===== config.mk =====
export PLATFORM = sky130hd
export DESIGN_NAME = ebu_arbiter
export DESIGN_NICKNAME = d
export VERILOG_FILES = /design/src/rtl/ebu_arbiter.sv
export SDC_FILE = /design/constraint.sdc
export NUM_CORES = 1
export LEC_CHECK = 0
export CELL_PAD_IN_SITES_DETAIL_PLACEMENT = 1
export CELL_PAD_IN_SITES_GLOBAL_PLACEMENT = 1
export CORE_UTILIZATION = 18
export CTS_BUF_LIST = sky130_fd_sc_hd__clkbuf_8
export DETAILED_ROUTE_END_ITERATION = 12
export PLACE_DENSITY_LB_ADDON = 0.1
export SYNTH_ARGS = -nofsm -noshare
export SYNTH_HDL_FRONTEND = slang
export SYNTH_SLANG_ARGS = --single-unit

===== constraint.sdc =====
create_clock -name clk -period 4.5 [get_ports clk]
set_input_delay 1.125 -clock clk [delete_from_list [all_inputs] [get_ports clk]]
set_output_delay 1.125 -clock clk [all_outputs]
set_load 0.02 [all_outputs]

===== src/rtl/ebu_arbiter.sv =====
// ebu_arbiter: two-master AHB arbiter sharing one master port between the IFU and LSU.
// Ownership changes only on transaction boundaries; fixed-length bursts are tracked so
// an early termination raises BurstErr.
// Optional build macro: EBU_ROUND_ROBIN_EN (simultaneous requests go to the requester
// that did not win last time; otherwise the LSU has fixed priority).
module ebu_arbiter #(
   parameter int unsigned PA_BITS = 34
) (
   input  logic               clk,
   input  logic               reset,
   input  logic [1:0]         IFUHTRANS,
   input  logic [2:0]         IFUHBURST,
   input  logic               IFUHWRITE,
   input  logic [2:0]         IFUHSIZE,
   input  logic [PA_BITS-1:0] IFUHADDR,
   input  logic [1:0]         LSUHTRANS,
   input  logic [2:0]         LSUHBURST,
   input  logic               LSUHWRITE,
   input  logic [2:0]         LSUHSIZE,
   input  logic [PA_BITS-1:0] LSUHADDR,
   input  logic               HREADY,
   output logic [1:0]         HTRANS,
   output logic [2:0]         HBURST,
   output logic               HWRITE,
   output logic [2:0]         HSIZE,
   output logic [PA_BITS-1:0] HADDR,
   output logic               IFUHREADY,
   output logic               LSUHREADY,
   output logic               DataOwnerLSU,
   output logic               BurstErr
);

   typedef enum logic [1:0] {StArb, StIfuOwn, StLsuOwn} state_e;

   localparam logic [1:0] TrIdle   = 2'b00;
   localparam logic [1:0] TrNonseq = 2'b10;
   localparam logic [1:0] TrSeq    = 2'b11;

`ifdef EBU_ROUND_ROBIN_EN
   localparam logic RrEn = 1'b1;
`else
   localparam logic RrEn = 1'b0;
`endif

   state_e     state_q, state_d;
   logic       data_pending_q, data_pending_d;
   logic [3:0] beats_left_q, beats_left_d;
   logic       last_grant_lsu_q, last_grant_lsu_d;
   logic       data_owner_lsu_q, data_owner_lsu_d;
   logic       burst_err_q, burst_err_d;

   logic       ifu_req, lsu_req, grant_lsu, sel_lsu;
   logic [1:0] htrans_bus;
   logic [2:0] hburst_bus;

   assign ifu_req = IFUHTRANS[1];
   assign lsu_req = LSUHTRANS[1];

   // Arbitration winner in ArB; with no requester the LSU side is selected by default
   always_comb begin
      grant_lsu = lsu_req & (~RrEn | ~ifu_req | ~last_grant_lsu_q);
      case (state_q)
         StArb:    sel_lsu = grant_lsu | ~ifu_req;
         StIfuOwn: sel_lsu = 1'b0;
         StLsuOwn: sel_lsu = 1'b1;
         default:  sel_lsu = 1'b1;
      endcase
   end

   // Address-phase mux and ready gating
   always_comb begin
      htrans_bus = sel_lsu ? LSUHTRANS : IFUHTRANS;
      if ((state_q == StArb) && !(ifu_req || lsu_req)) begin
         htrans_bus = TrIdle;
      end
      hburst_bus = sel_lsu ? LSUHBURST : IFUHBURST;
      HTRANS     = htrans_bus;
      HBURST     = hburst_bus;
      HWRITE     = sel_lsu ? LSUHWRITE : IFUHWRITE;
      HSIZE      = sel_lsu ? LSUHSIZE  : IFUHSIZE;
      HADDR      = sel_lsu ? LSUHADDR  : IFUHADDR;
      LSUHREADY  = sel_lsu & HREADY;
      IFUHREADY  = ~sel_lsu & HREADY;
   end

   // Next-state: ownership, data-phase tracking and burst beat accounting
   always_comb begin
      state_d          = state_q;
      data_pending_d   = data_pending_q;
      beats_left_d     = beats_left_q;
      last_grant_lsu_d = last_grant_lsu_q;
      data_owner_lsu_d = data_owner_lsu_q;
      burst_err_d      = 1'b0;

      if (HREADY) begin
         data_pending_d = htrans_bus[1];
         // Steering only changes for real transfers so an idle bus keeps the last owner
         if (htrans_bus[1]) begin
            data_owner_lsu_d = sel_lsu;
         end
         case (htrans_bus)
            TrNonseq: begin
               burst_err_d = (beats_left_q != 4'd0);
               case (hburst_bus[2:1])
                  2'b00:   beats_left_d = 4'd0;
                  2'b01:   beats_left_d = 4'd3;
                  2'b10:   beats_left_d = 4'd7;
                  default: beats_left_d = 4'd15;
               endcase
            end
            TrSeq: begin
               beats_left_d = (beats_left_q == 4'd0) ? 4'd0 : beats_left_q - 4'd1;
            end
            TrIdle: begin
               burst_err_d  = (beats_left_q != 4'd0);
               beats_left_d = 4'd0;
            end
            default: ;
         endcase
      end

      case (state_q)
         StArb: begin
            if (HREADY && (ifu_req || lsu_req)) begin
               state_d          = sel_lsu ? StLsuOwn : StIfuOwn;
               last_grant_lsu_d = sel_lsu;
            end
         end
         default: begin
            // An early IDLE clears the beat count, so release happens the cycle after
            if ((htrans_bus == TrIdle) && (!data_pending_q || HREADY) &&
                (beats_left_q == 4'd0)) begin
               state_d = StArb;
            end
         end
      endcase
   end

   // State registers with synchronous reset
   always_ff @(posedge clk) begin
      if (reset) begin
         state_q          <= StArb;
         data_pending_q   <= 1'b0;
         beats_left_q     <= 4'd0;
         last_grant_lsu_q <= 1'b0;
         data_owner_lsu_q <= 1'b0;
         burst_err_q      <= 1'b0;
      end else begin
         state_q          <= state_d;
         data_pending_q   <= data_pending_d;
         beats_left_q     <= beats_left_d;
         last_grant_lsu_q <= last_grant_lsu_d;
         data_owner_lsu_q <= data_owner_lsu_d;
         burst_err_q      <= burst_err_d;
      end
   end

   assign DataOwnerLSU = data_owner_lsu_q;
   assign BurstErr     = burst_err_q;

endmodule

After elaboration in Yosys (flattened, before gate mapping)
Index checks and enable logic that the tools add are counted.
{"block": "op_classes", "shift": 0, "n_eq_ne": 6, "n_reduce_logical": 20, "mul": 0, "mux": 14, "addsub": 1, "order_cmp": 0, "bitwise_logic": 7, "n_div": 0}
{"operator": "$mux W34", "count": 1}
{"operator": "$pmux W4 S3", "count": 2}
{"operator": "$mux W2", "count": 6}
{"operator": "$eq A2 B2 Y1 const B", "count": 3}
{"operator": "$logic_not A2 Y1", "count": 3}
{"operator": "$mux W3", "count": 2}
{"operator": "$reduce_and A2 Y1", "count": 3}
{"operator": "$eq A2 B1 Y1 const B", "count": 2}
{"operator": "$logic_and A1 B1 Y1", "count": 4}
{"operator": "$logic_not A4 Y1", "count": 1}
{"operator": "$mux W4", "count": 1}
{"operator": "$not A1 Y1", "count": 4}
{"operator": "$reduce_bool A4 Y1", "count": 1}
{"operator": "$sub A4 B1 Y4 const B", "count": 1}
{"operator": "$reduce_bool A3 Y1", "count": 1}
{"operator": "$reduce_or A3 Y1", "count": 1}
{"operator": "$and A1 B1 Y1", "count": 2}
{"operator": "$logic_not A1 Y1", "count": 2}
{"operator": "$logic_or A1 B1 Y1", "count": 2}
{"operator": "$ne A2 B1 Y1 const B", "count": 1}
{"operator": "$pmux W1 S2", "count": 1}
{"operator": "$reduce_bool A2 Y1", "count": 1}
{"operator": "$reduce_or A2 Y1", "count": 1}
{"operator": "$mux W1", "count": 1}
{"operator": "$or A1 B1 Y1", "count": 1}
{"block": "totals", "in_bits": 89, "regBits": 9, "ramBits": 0, "elab_cells": 53, "latchBits": 0, "romBits": 0, "memories": 0}

Depth between registers and ports, before layout
Gate-level depths: netlist (run 1).
{"block": "logic_depth", "depth_word": 10, "ltp_mapped": 10}

Least setup slack after synthesis (run 1)
Ideal clock, no wire load.
{"block": "synth_path", "kind": "input port to output port", "from": "input LSUHTRANS[1]", "to": "output HADDR[0]", "n_path_buf": 2, "cell_stages": 5, "t_arrival_ns": 2.182, "setup_slack_ns": 1.193, "t_required_ns": 3.375, "path_cell_list": "nand2b_1 a21oi_2 buf_6 buf_4 mux2_2"}
{"block": "synth_via", "elab_chain_len": 3}
{"element": "start, declared", "line": "16", "source": "input logic [1:0] LSUHTRANS,"}
{"element": "$or A1 B1 Y1", "line": "63", "source": "StArb: sel_lsu = grant_lsu | ~ifu_req;"}
{"element": "$pmux W1 S2", "line": "62", "source": "case (state_q)"}
{"element": "$mux W34", "line": "81", "source": "HADDR = sel_lsu ? LSUHADDR : IFUHADDR;"}
{"element": "end, declared", "line": "26", "source": "output logic [PA_BITS-1:0] HADDR,"}
Every way passes these cells.

Final worst setup path (run 1)
{"block": "layout_path", "from": "input LSUHTRANS[1]", "to": "output HADDR[11]"}
Same word-level chain as after synthesis.

==> impl_results.md, run 1 <==
- Vias/cell: 4.42
- Max Root-Sink Buffers: 2
- Synth top cells by count: mux2_2, dfxtp_1, nor2_1, inv_1
- Hold Path Origin: beats_left_q[1]
- Switching power: 0.183 mW
- Largest net degree at the start of global routing: 25
- Clock latency on the worst-skew pair: 240 ps
- First-pass GRT wire length: 7870 um
- Starting DRT DRC Count: 24
- Layout area overhead: 136%
- Post-CTS sizing: 0
- Vias in the first global route: 1,422
- Max_cap viols: 0
- Met1 WL: 2280 um
- Synthesized net count: 211
- Max Freq: 230 MHz
- Post-CTS setup repair buffer count: 0
- Share of cells above drive strength 1: 21.6%
- Initial Util: 18.6%
- Avg Cell Area, Syn: 9.35 um2
- Top Ports: 136
- Post-route ant nets: 0
- Final net count: 349
- Die Y: 80.3 um
- Setup Viol. Count Final: 0
- Synth warnings: 0
- Final worst-path cycle share: 96.5%
- Cell variety after synth: 35
- Fin util: 44.0%
- TNS Setup: 0 ps
- Cell area after synthesis: 0.00110 mm2
- Area leader, netlist: mux2_2
- Worst Skew: 9.58 ps
- Reg2reg start: state_q[0]
- Worst hold path class: flop to flop
- Antenna violations before repair: 0
- Critical path, cell by cell: clkdlybuf4s50_1 > nand2b_1 > a21oi_4 > buf_12 > mux2_2 > clkdlybuf4s50_1
- DPL Wire Length: 4780 um
- Worst Setup SP: LSUHTRANS[1]
- Row count: 28
- Most common cell on crit path: clkdlybuf4s50_1
- Clk pwr share: 18.0%
- Worst Path Required: 3380 ps
- Top-count cell post-synth: mux2_2
- PD cells: 205 mW/mm2
- Switching Share: 34.3%
- Met3 wire len: 552 um
- EDFF count, synth: 0
- Async S/R FF share, synth: 0%
- Total core area: 0.00592 mm2
- WP data arrival: 3220 ps
- Post-route DRC: 0
- RSZ-0062 raised after global routing: false
- Max-Slew Margin vs Limit: 55.0%
- Die width: 80.3 um
- Top cell type's share of synthesized area: 42.9%
- CTS tree: yes
- Ys flop type: dfxtp_1
- First-pass detailed-route iteration total: 4
- Ant diodes: 0
- Hold Vio Cnt, Final: 0
- Hold_buf cts: 0
- Combinational share of power: 64.7%
- Wire length on met2: 2690 um
- Max VDD drop: 0.000162 V
- Crit-path slowest cell: clkdlybuf4s50_1
- #FFs+latches synth: 9
- Post-synthesis sequential area ratio: 16.3%
- Top Metal Used: met3
- Slowest stage delay, CP: 560 ps
- Clock transition at path regs: 40 ps
- Num CTS Buffers: 3
- Per-cell routed wire length: 16.7 um
- GPL Wtd Cong: 0.780
- CP Capture Type: primary output
- Vias: 1,457
- Startpoint types: input pin
- Grt total ovfl: 0
- Min cycle time layout: 4340 ps
- Maximum fanout along the worst path: 24
- Worst R2R Setup Slack: 2130 ps
- Worst-Margin Slew: 674 ps
- Port bufs: 135
- Outcome: completed
- Crit Path Category: input pin to primary output
- Pleak: 0.952 nW
- Mapped Cells: 118
- WL final: 5520 um
- # clock sinks: 9
- Layout fillers: 687
- Total track usage: 16.2%
- Pint: 0.351 mW
- Root Buffer: clkbuf_8
- Slew Limit Fails: 0
- DIE AREA: 0.00645 mm2
- H-tree Lvls: 1
- Area contributors post-synth: mux2_2, dfxtp_1, ha_1
- Sequential Power Share: 17.3%
==> power groups by stage <==
stage	Combinational (mW)	Sequential, mW	Clock, mW
5_1_grt	0.369	0.0935	0.103
3_5_place_dp	0.349	0.0943	0
6_report	0.346	0.0924	0.0964
4_1_cts	0.350	0.0926	0.0987
3_3_place_gp	0.347	0.0941	0
2_1_floorplan	0.165	0.0944	0
==> cells in the final DEF (no fill, tap or decap), types with 3 or more instances in the layout <==
cell type / instances
clkdlybuf4s50_1: 135
mux2_2: 42
dfxtp_1: 9
nor2_1: 7
inv_1: 6
nand2b_1: 4
a21oi_1: 4
ha_1: 4
o21ai_0: 3
nand2_1: 3
nand3_1: 3
nor3_1: 3
clkbuf_8: 3
buf_4: 3
==> metrics by stage <==
step | area [um2] | worst slack [ps] | power, mW | hold WS (ps) | instances
detailed placement | 2560 | 143 | 0.443 | 501 | 326
floorplan | 1100 | 1190 | 0.260 | 471 | 118
CTS | 2610 | 137 | 0.541 | 508 | 330
global placement | 2560 | 200 | 0.441 | 495 | 326
global route | 2610 | 72.3 | 0.566 | 548 | 330
finish | 2610 | 158 | 0.535 | 502 | 330
==> area by class of cell <==
cell class	count	area (um2)	area share, %
clock buffers	3	41.3	1.58
inverters	6	22.5	0.864
clock inverters	1	5.00	0.192
well taps	75	93.8	3.60
multi-input cells	96	851	32.6
flip-flops and latches	9	180	6.91
repair buffers	140	1410	54.2
==> path summary, 6_finish.rpt <==
check | end | cells after the start
setup reg to reg | beats_left_q[1] | 10
setup / recovery | HADDR[11] | 6
hold reg to reg | beats_left_q[1] | 2
hold / removal | beats_left_q[1] | 2
==> critical path: cells and delay by family <==
| kind | cells | cell delay (ps) |
|---|---|---|
| buffers and inverters | 3 | 1240 |
| AND/OR/NAND/NOR | 1 | 230 |
| AO/OA/AOI/OAI | 1 | 260 |
| multiplexers | 1 | 350 |
==> metal layers <==
layer	global-route usage [%]	vias to the layer above
li1	-	711
met1	20.0	674
met5	0	-
met3	5.11	0
met2	28.5	72
met4	1.07	0
==> cell families (layout without fill, tap and decap cells) <==
kind of cell | Yosys count | after routing | share of synthesized area, %
buffers and inverters | 13 | 150 | 7.25
DFF | 9 | 9 | 16.3
adders and majority gates | 4 | 4 | 4.54
muxes | 43 | 43 | 43.8
and+or+nand+nor | 31 | 31 | 15.8
AOI/OAI and AO/OA | 18 | 18 | 12.4
==> state kept, by name (all words and copies together), names as in the netlist <==
| name | cells |
|---|---|
| DataOwnerLSU | 1 |
| BurstErr | 1 |
| beats_left_q | 4 |
| data_pending_q | 1 |
| state_q | 2 |
No activity file was read; power rests on OpenSTA's default activity.
==> run 2: changes to the inputs <==
CAP_MARGIN = 20   (was unset)
==> results of run 2 <==
No change in the layout: final DEF, timing and power equal those of run 1.
